**src/rtl/histo_readout.sv**
```systemverilog
// histo_readout
// Readout stage for the histogram accumulator. On a start pulse it holds the
// accumulator in read mode, sweeps every bin through the bin/data read port,
// and emits a byte packet over a valid/ready stream:
//   A5 5A frame_id | NUM_BINS x 3-byte counts (MSB first) |
//   32-bit sum of counts (MSB first) | 8-bit checksum (frame_id..last sum byte)
//
// Ports
//   clk        : clock, rising edge
//   rst_n      : asynchronous active-low reset
//   start      : end-of-frame pulse, accepted only in IDLE
//   busy       : packet in progress
//   done       : one-cycle pulse after the checksum byte is accepted
//   hist_rw    : accumulator mode, 1 = accumulate, 0 = read
//   hist_bin   : bin address to the accumulator
//   hist_data  : count returned RD_LAT cycles after hist_bin changes
//   m_data     : stream byte
//   m_valid    : m_data valid
//   m_ready    : downstream accepts the byte
//   m_last     : marks the checksum byte
module histo_readout #(
    parameter int NUM_BINS = 1024,
    parameter int BIN_W    = 10,
    parameter int COUNT_W  = 24,
    parameter int RD_LAT   = 2
) (
    input  logic               clk,
    input  logic               rst_n,
    input  logic               start,
    output logic               busy,
    output logic               done,
    output logic               hist_rw,
    output logic [BIN_W-1:0]   hist_bin,
    input  logic [COUNT_W-1:0] hist_data,
    output logic [7:0]         m_data,
    output logic               m_valid,
    input  logic               m_ready,
    output logic               m_last
);

    // Shared counter: header/send/tail byte index and fetch wait count.
    localparam int CNT_W = $clog2(RD_LAT + 4);

    typedef enum logic [2:0] {
        S_IDLE,
        S_HDR,
        S_FETCH,
        S_SEND,
        S_TAIL,
        S_CSUM
    } state_t;

    state_t             state_q, state_d;
    logic [CNT_W-1:0]   cnt_q, cnt_d;
    logic [BIN_W-1:0]   bin_q, bin_d;
    logic [COUNT_W-1:0] count_q, count_d;
    logic [31:0]        sum_q, sum_d;
    logic [7:0]         csum_q, csum_d;
    logic [7:0]         fid_q, fid_d;
    logic [7:0]         data_q, data_d;
    logic               valid_q, valid_d;
    logic               last_q, last_d;
    logic               done_q, done_d;

    logic               xfer;
    logic [7:0]         csum_add;

    assign xfer     = valid_q & m_ready;
    // Running checksum including the byte currently being transferred.
    assign csum_add = csum_q + data_q;

    always_comb begin
        state_d = state_q;
        cnt_d   = cnt_q;
        bin_d   = bin_q;
        count_d = count_q;
        sum_d   = sum_q;
        csum_d  = csum_q;
        fid_d   = fid_q;
        data_d  = data_q;
        valid_d = valid_q;
        last_d  = last_q;
        done_d  = 1'b0;

        case (state_q)
            S_IDLE: begin
                // A start coinciding with done is the tail of the previous frame.
                if (start && !done_q) begin
                    state_d = S_HDR;
                    cnt_d   = '0;
                    data_d  = 8'hA5;
                    valid_d = 1'b1;
                    sum_d   = '0;
                    csum_d  = '0;
                end
            end

            S_HDR: begin
                if (xfer) begin
                    cnt_d = cnt_q + CNT_W'(1);
                    if (cnt_q == CNT_W'(0)) begin
                        data_d = 8'h5A;
                    end else if (cnt_q == CNT_W'(1)) begin
                        data_d = fid_q;
                    end else begin
                        csum_d  = csum_add;
                        state_d = S_FETCH;
                        cnt_d   = '0;
                        bin_d   = '0;
                        valid_d = 1'b0;
                    end
                end
            end

            S_FETCH: begin
                // hist_bin was loaded on entry; the read data is due on the
                // edge that ends the RD_LAT-th fetch cycle.
                if (cnt_q == CNT_W'(RD_LAT - 1)) begin
                    count_d = hist_data;
                    sum_d   = sum_q + 32'(hist_data);
                    data_d  = hist_data[COUNT_W-1 -: 8];
                    valid_d = 1'b1;
                    state_d = S_SEND;
                    cnt_d   = '0;
                end else begin
                    cnt_d = cnt_q + CNT_W'(1);
                end
            end

            S_SEND: begin
                if (xfer) begin
                    csum_d = csum_add;
                    cnt_d  = cnt_q + CNT_W'(1);
                    if (cnt_q == CNT_W'(0)) begin
                        data_d = count_q[COUNT_W-9 -: 8];
                    end else if (cnt_q == CNT_W'(1)) begin
                        data_d = count_q[COUNT_W-17 -: 8];
                    end else if (bin_q == BIN_W'(NUM_BINS - 1)) begin
                        state_d = S_TAIL;
                        cnt_d   = '0;
                        data_d  = sum_q[31:24];
                    end else begin
                        state_d = S_FETCH;
                        cnt_d   = '0;
                        bin_d   = bin_q + BIN_W'(1);
                        valid_d = 1'b0;
                    end
                end
            end

            S_TAIL: begin
                if (xfer) begin
                    csum_d = csum_add;
                    cnt_d  = cnt_q + CNT_W'(1);
                    if (cnt_q == CNT_W'(0)) begin
                        data_d = sum_q[23:16];
                    end else if (cnt_q == CNT_W'(1)) begin
                        data_d = sum_q[15:8];
                    end else if (cnt_q == CNT_W'(2)) begin
                        data_d = sum_q[7:0];
                    end else begin
                        state_d = S_CSUM;
                        data_d  = csum_add;
                        last_d  = 1'b1;
                    end
                end
            end

            S_CSUM: begin
                if (xfer) begin
                    state_d = S_IDLE;
                    valid_d = 1'b0;
                    last_d  = 1'b0;
                    done_d  = 1'b1;
                    fid_d   = fid_q + 8'd1;
                end
            end

            default: begin
                state_d = S_IDLE;
                valid_d = 1'b0;
                last_d  = 1'b0;
            end
        endcase
    end

    always_ff @(posedge clk or negedge rst_n) begin
        if (!rst_n) begin
            state_q <= S_IDLE;
            cnt_q   <= '0;
            bin_q   <= '0;
            fid_q   <= '0;
            data_q  <= '0;
            valid_q <= 1'b0;
            last_q  <= 1'b0;
            done_q  <= 1'b0;
        end else begin
            state_q <= state_d;
            cnt_q   <= cnt_d;
            bin_q   <= bin_d;
            fid_q   <= fid_d;
            data_q  <= data_d;
            valid_q <= valid_d;
            last_q  <= last_d;
            done_q  <= done_d;
        end
    end

    // Datapath accumulators are cleared on start acceptance, not by reset.
    always_ff @(posedge clk) begin
        count_q <= count_d;
        sum_q   <= sum_d;
        csum_q  <= csum_d;
    end

    assign busy     = (state_q != S_IDLE);
    assign hist_rw  = (state_q == S_IDLE);
    assign hist_bin = bin_q;
    assign m_data   = data_q;
    assign m_valid  = valid_q;
    assign m_last   = last_q;
    assign done     = done_q;

endmodule

```
**config.mk**
```make
export PLATFORM = sky130hd
export DESIGN_NAME = histo_readout
export DESIGN_NICKNAME = d
export VERILOG_FILES = /design/src/rtl/histo_readout.sv
export SDC_FILE = /design/constraint.sdc
export NUM_CORES = 1
export LEC_CHECK = 0
export ABC_AREA = 1
export BUFFER_PORTS_ARGS = -buffer_cell sky130_fd_sc_hd__buf_2
export CAP_MARGIN = 20
export CELL_PAD_IN_SITES_DETAIL_PLACEMENT = 1
export CELL_PAD_IN_SITES_GLOBAL_PLACEMENT = 2
export CORE_ASPECT_RATIO = 1.1
export CORE_UTILIZATION = 38
export DETAILED_ROUTE_END_ITERATION = 16
export PLACE_DENSITY_LB_ADDON = 0.08
export SLEW_MARGIN = 20
export SYNTH_ARGS = -nofsm -noshare
export SYNTH_HDL_FRONTEND = slang
export SYNTH_SLANG_ARGS = --single-unit
```
**constraint.sdc**
```tcl
create_clock -name clk -period 5.7 [get_ports clk]
set_input_delay 0.285 -clock clk [delete_from_list [all_inputs] [get_ports clk]]
set_output_delay 0.285 -clock clk [all_outputs]
set_load 0.05 [all_outputs]
```
==> reports/metrics.cfg <==
[drt]
drt-met1-wl_mm=10.53
detail_route.vias_per_cell=5.008
dr_total_vias=6460
drc_errors=0
dr.pass1.iters=4
wl_met3_um=565
antenna_left=0
wire_per_inst_um=18.16
routed.top_layer=met4
postRouteWirelength_mm=23.42
wl_met2_mm=11.73
first_iter_violations=328

[clock_tree]
cts.sinks=91
clk_pin_slew_ns=0.07
root_buffer=clkbuf_16
cts_resized=0
cts_tree=done
insertion_delay_ns=0.36
cts_buffers=9
holdBufCountCts=0
cts_max_path_buffers=2
post-cts-setup-buffer-count=0
htree_levels=3

[timing]
worstMarginPinSlew_ns=0.9042
skew_ns=0.01069
setup_violations=0
rsz0062_at_grt=false
fin_crit_sh_pct=42.35
slew_headroom_pct=39.65
report.final.slew_viol_count=0
fin_ws_ns=3.286
hold_viol=0
fin_setup_tns_ns=0
fmax_ghz=0.4142
period_needed_ns=2.414

[logic_synthesis]
syn-cell-area_um2=6955
yosys.area.top_type=edfxtp_1
postSynthAreaPerCell_um2=6.997
yosysMostFrequentCell=nand2_1
synth_area_leaders=edfxtp_1, nand2_1, dfrtp_1
ys_seq_area_share_pct=36.77
synth_top_area_share_pct=24.18
synth_edf_count=56
synth_warnings=0
async_reset_ff_share_pct=38.46
ys.flop_type=edfxtp_1
synth-seq-cells=91
synth_common_cells=nand2_1, inv_1, nor2_1, nand3_1
syn_nets=1061
ys_types=46
netlist_instances=994

[finish]
syn_to_final_growth_pct=11.44
diodes=0
fill_cells=2308
nets=1114
drive_above_1_share_pct=9.791
postLayoutCoreUtil_pct=43.54
design_area_um2=7751

[power_and_ir_drop]
leakage_uw=0.003949
p_per_area_nw_per_um2=592.7
irDropWorstVdd_mv=0.2017

[flow_run]
drv_cap=0

[critical_path]
reg2reg_slack_ns=3.29
cp.arrival_ns=2.62
worst-endpoint-required_ns=5.90
crit_path_end_kind=flip-flop
r2r_end=sum_q[11]
cp-start-kind=flip-flop
path_class=reg -> reg
timing.rr.start=state_q[0]
path_max_fanout=19
reg2regPathDepth=6

[placed_design]
preCtsSetupSlack_ns=3.326
hpwl_mm=19.11
io_buffers=50
place_area_um2=7451
routabilityCongestion=0.8723

[floorplanning]
dieHeight_um=143.9
core_area_um2=17800
die_area_um2=18850
ios=51
initial_core_util_pct=39.07
fp-row-count=51
die_w_um=131.0

[global_routing]
grt_overflow=0
grt_pass1_wl_mm=36.43
grt_max_degree=36
grt.total_usage_pct=26.77
grt_pass1_vias=6417
antenna_found_initial=0

[worst_hold_path]
worstHoldPathType=in -> async

[status]
outcome=finished, final reports clean

-- power breakdown --
group          internal (µW)  switching (µW)
sequential              1020             228
combinational            778            1920
clock                    353             289
total                   2150            2440
-- layer usage --
metal,vias up,GRT usage [%]
met4,0,9.256
met3,34,3.276
met1,3042,33.56
met5,-,0
li1,3289,-
met2,95,46.95
-- logic make-up after synthesis --
| kind of cell | Yosys count | synth area share [%] |
|---|---|---|
| AND/OR/NAND/NOR | 553 | 33.77 |
| buffers and inverters | 168 | 9.552 |
| AO/OA/AOI/OAI | 125 | 10.36 |
| flip-flops | 91 | 36.77 |
| adder cells (fa/ha/maj) | 39 | 7.231 |
| XOR/XNOR | 16 | 2.015 |
| multiplexers | 2 | 0.3058 |
-- per-stage QoR --
step,power (µW),std cells,hold slack [ns]
final,4594,1290,0.008106
after global routing,4986,1290,0.08008
after CTS,4629,1290,0.03434
after detailed placement,3973,1274,0.4332
after global placement,3944,1274,0.4401
after floorplan,3109,994,-0.01059
-- worst max-delay path, cell delays in order (launching register included) --
cell and delay [ns]:
dfrtp_1 0.48, nor2_1 0.18, nand2_1 0.37, inv_1 0.55
buf_4 0.36, o21ai_0 0.14, a21oi_1 0.15
-- state kept, by name (all words and copies together) (netlist names), 3 cells and up --
| signal | count |
|---|---|
| sum_q | 32 |
| count_q | 16 |
| csum_q | 8 |
| m_data | 8 |
| hist_bin | 10 |
| fid_q | 8 |
| cnt_q | 3 |
| state_q | 3 |
-- cell type report --
cell class	instances	area (µm²)	share of cell area, %
multi-input cells	735	3734	48.17
flip-flops and latches	91	2557	32.99
inverters	157	589.3	7.603
well taps	238	297.8	3.842
repair buffers	53	272.8	3.519
clock buffers	10	239.0	3.083
clock inverters	6	61.31	0.7910
-- how the worst max path moves through the flow --
stage / from / cells after the start / to / slack, ns
2_1_floorplan: state_q[0] / 6 / sum_q[0] / 2.82
3_3_place_gp: sum_q[2] / 12 / sum_q[19] / 3.38
3_5_place_dp: state_q[0] / 6 / sum_q[11] / 3.33
4_1_cts: state_q[0] / 6 / sum_q[11] / 3.30
5_1_grt: state_q[0] / 6 / sum_q[11] / 3.11
6_report: state_q[0] / 6 / sum_q[11] / 3.29
-- cells in the final DEF (no fill, tap or decap), drive strengths merged, types with 2 or more instances in the layout --
cell and instances:
a211oi 2, a21boi 2, a21oi 56, and2 4, and3 4, buf 53
clkbuf 10, clkinv 2, dfrtp 35, edfxtp 56, fa 2, ha 37
inv 160, nand2 345, nand3 62, nand3b 5, nand4 11, nor2 110
nor3 11, o211ai 4, o21a 5, o21ai 42, o21bai 4, o221a 2
o31ai 5, xnor2 5, xor2 11
Note: power is estimated with default switching activity, not from simulation.
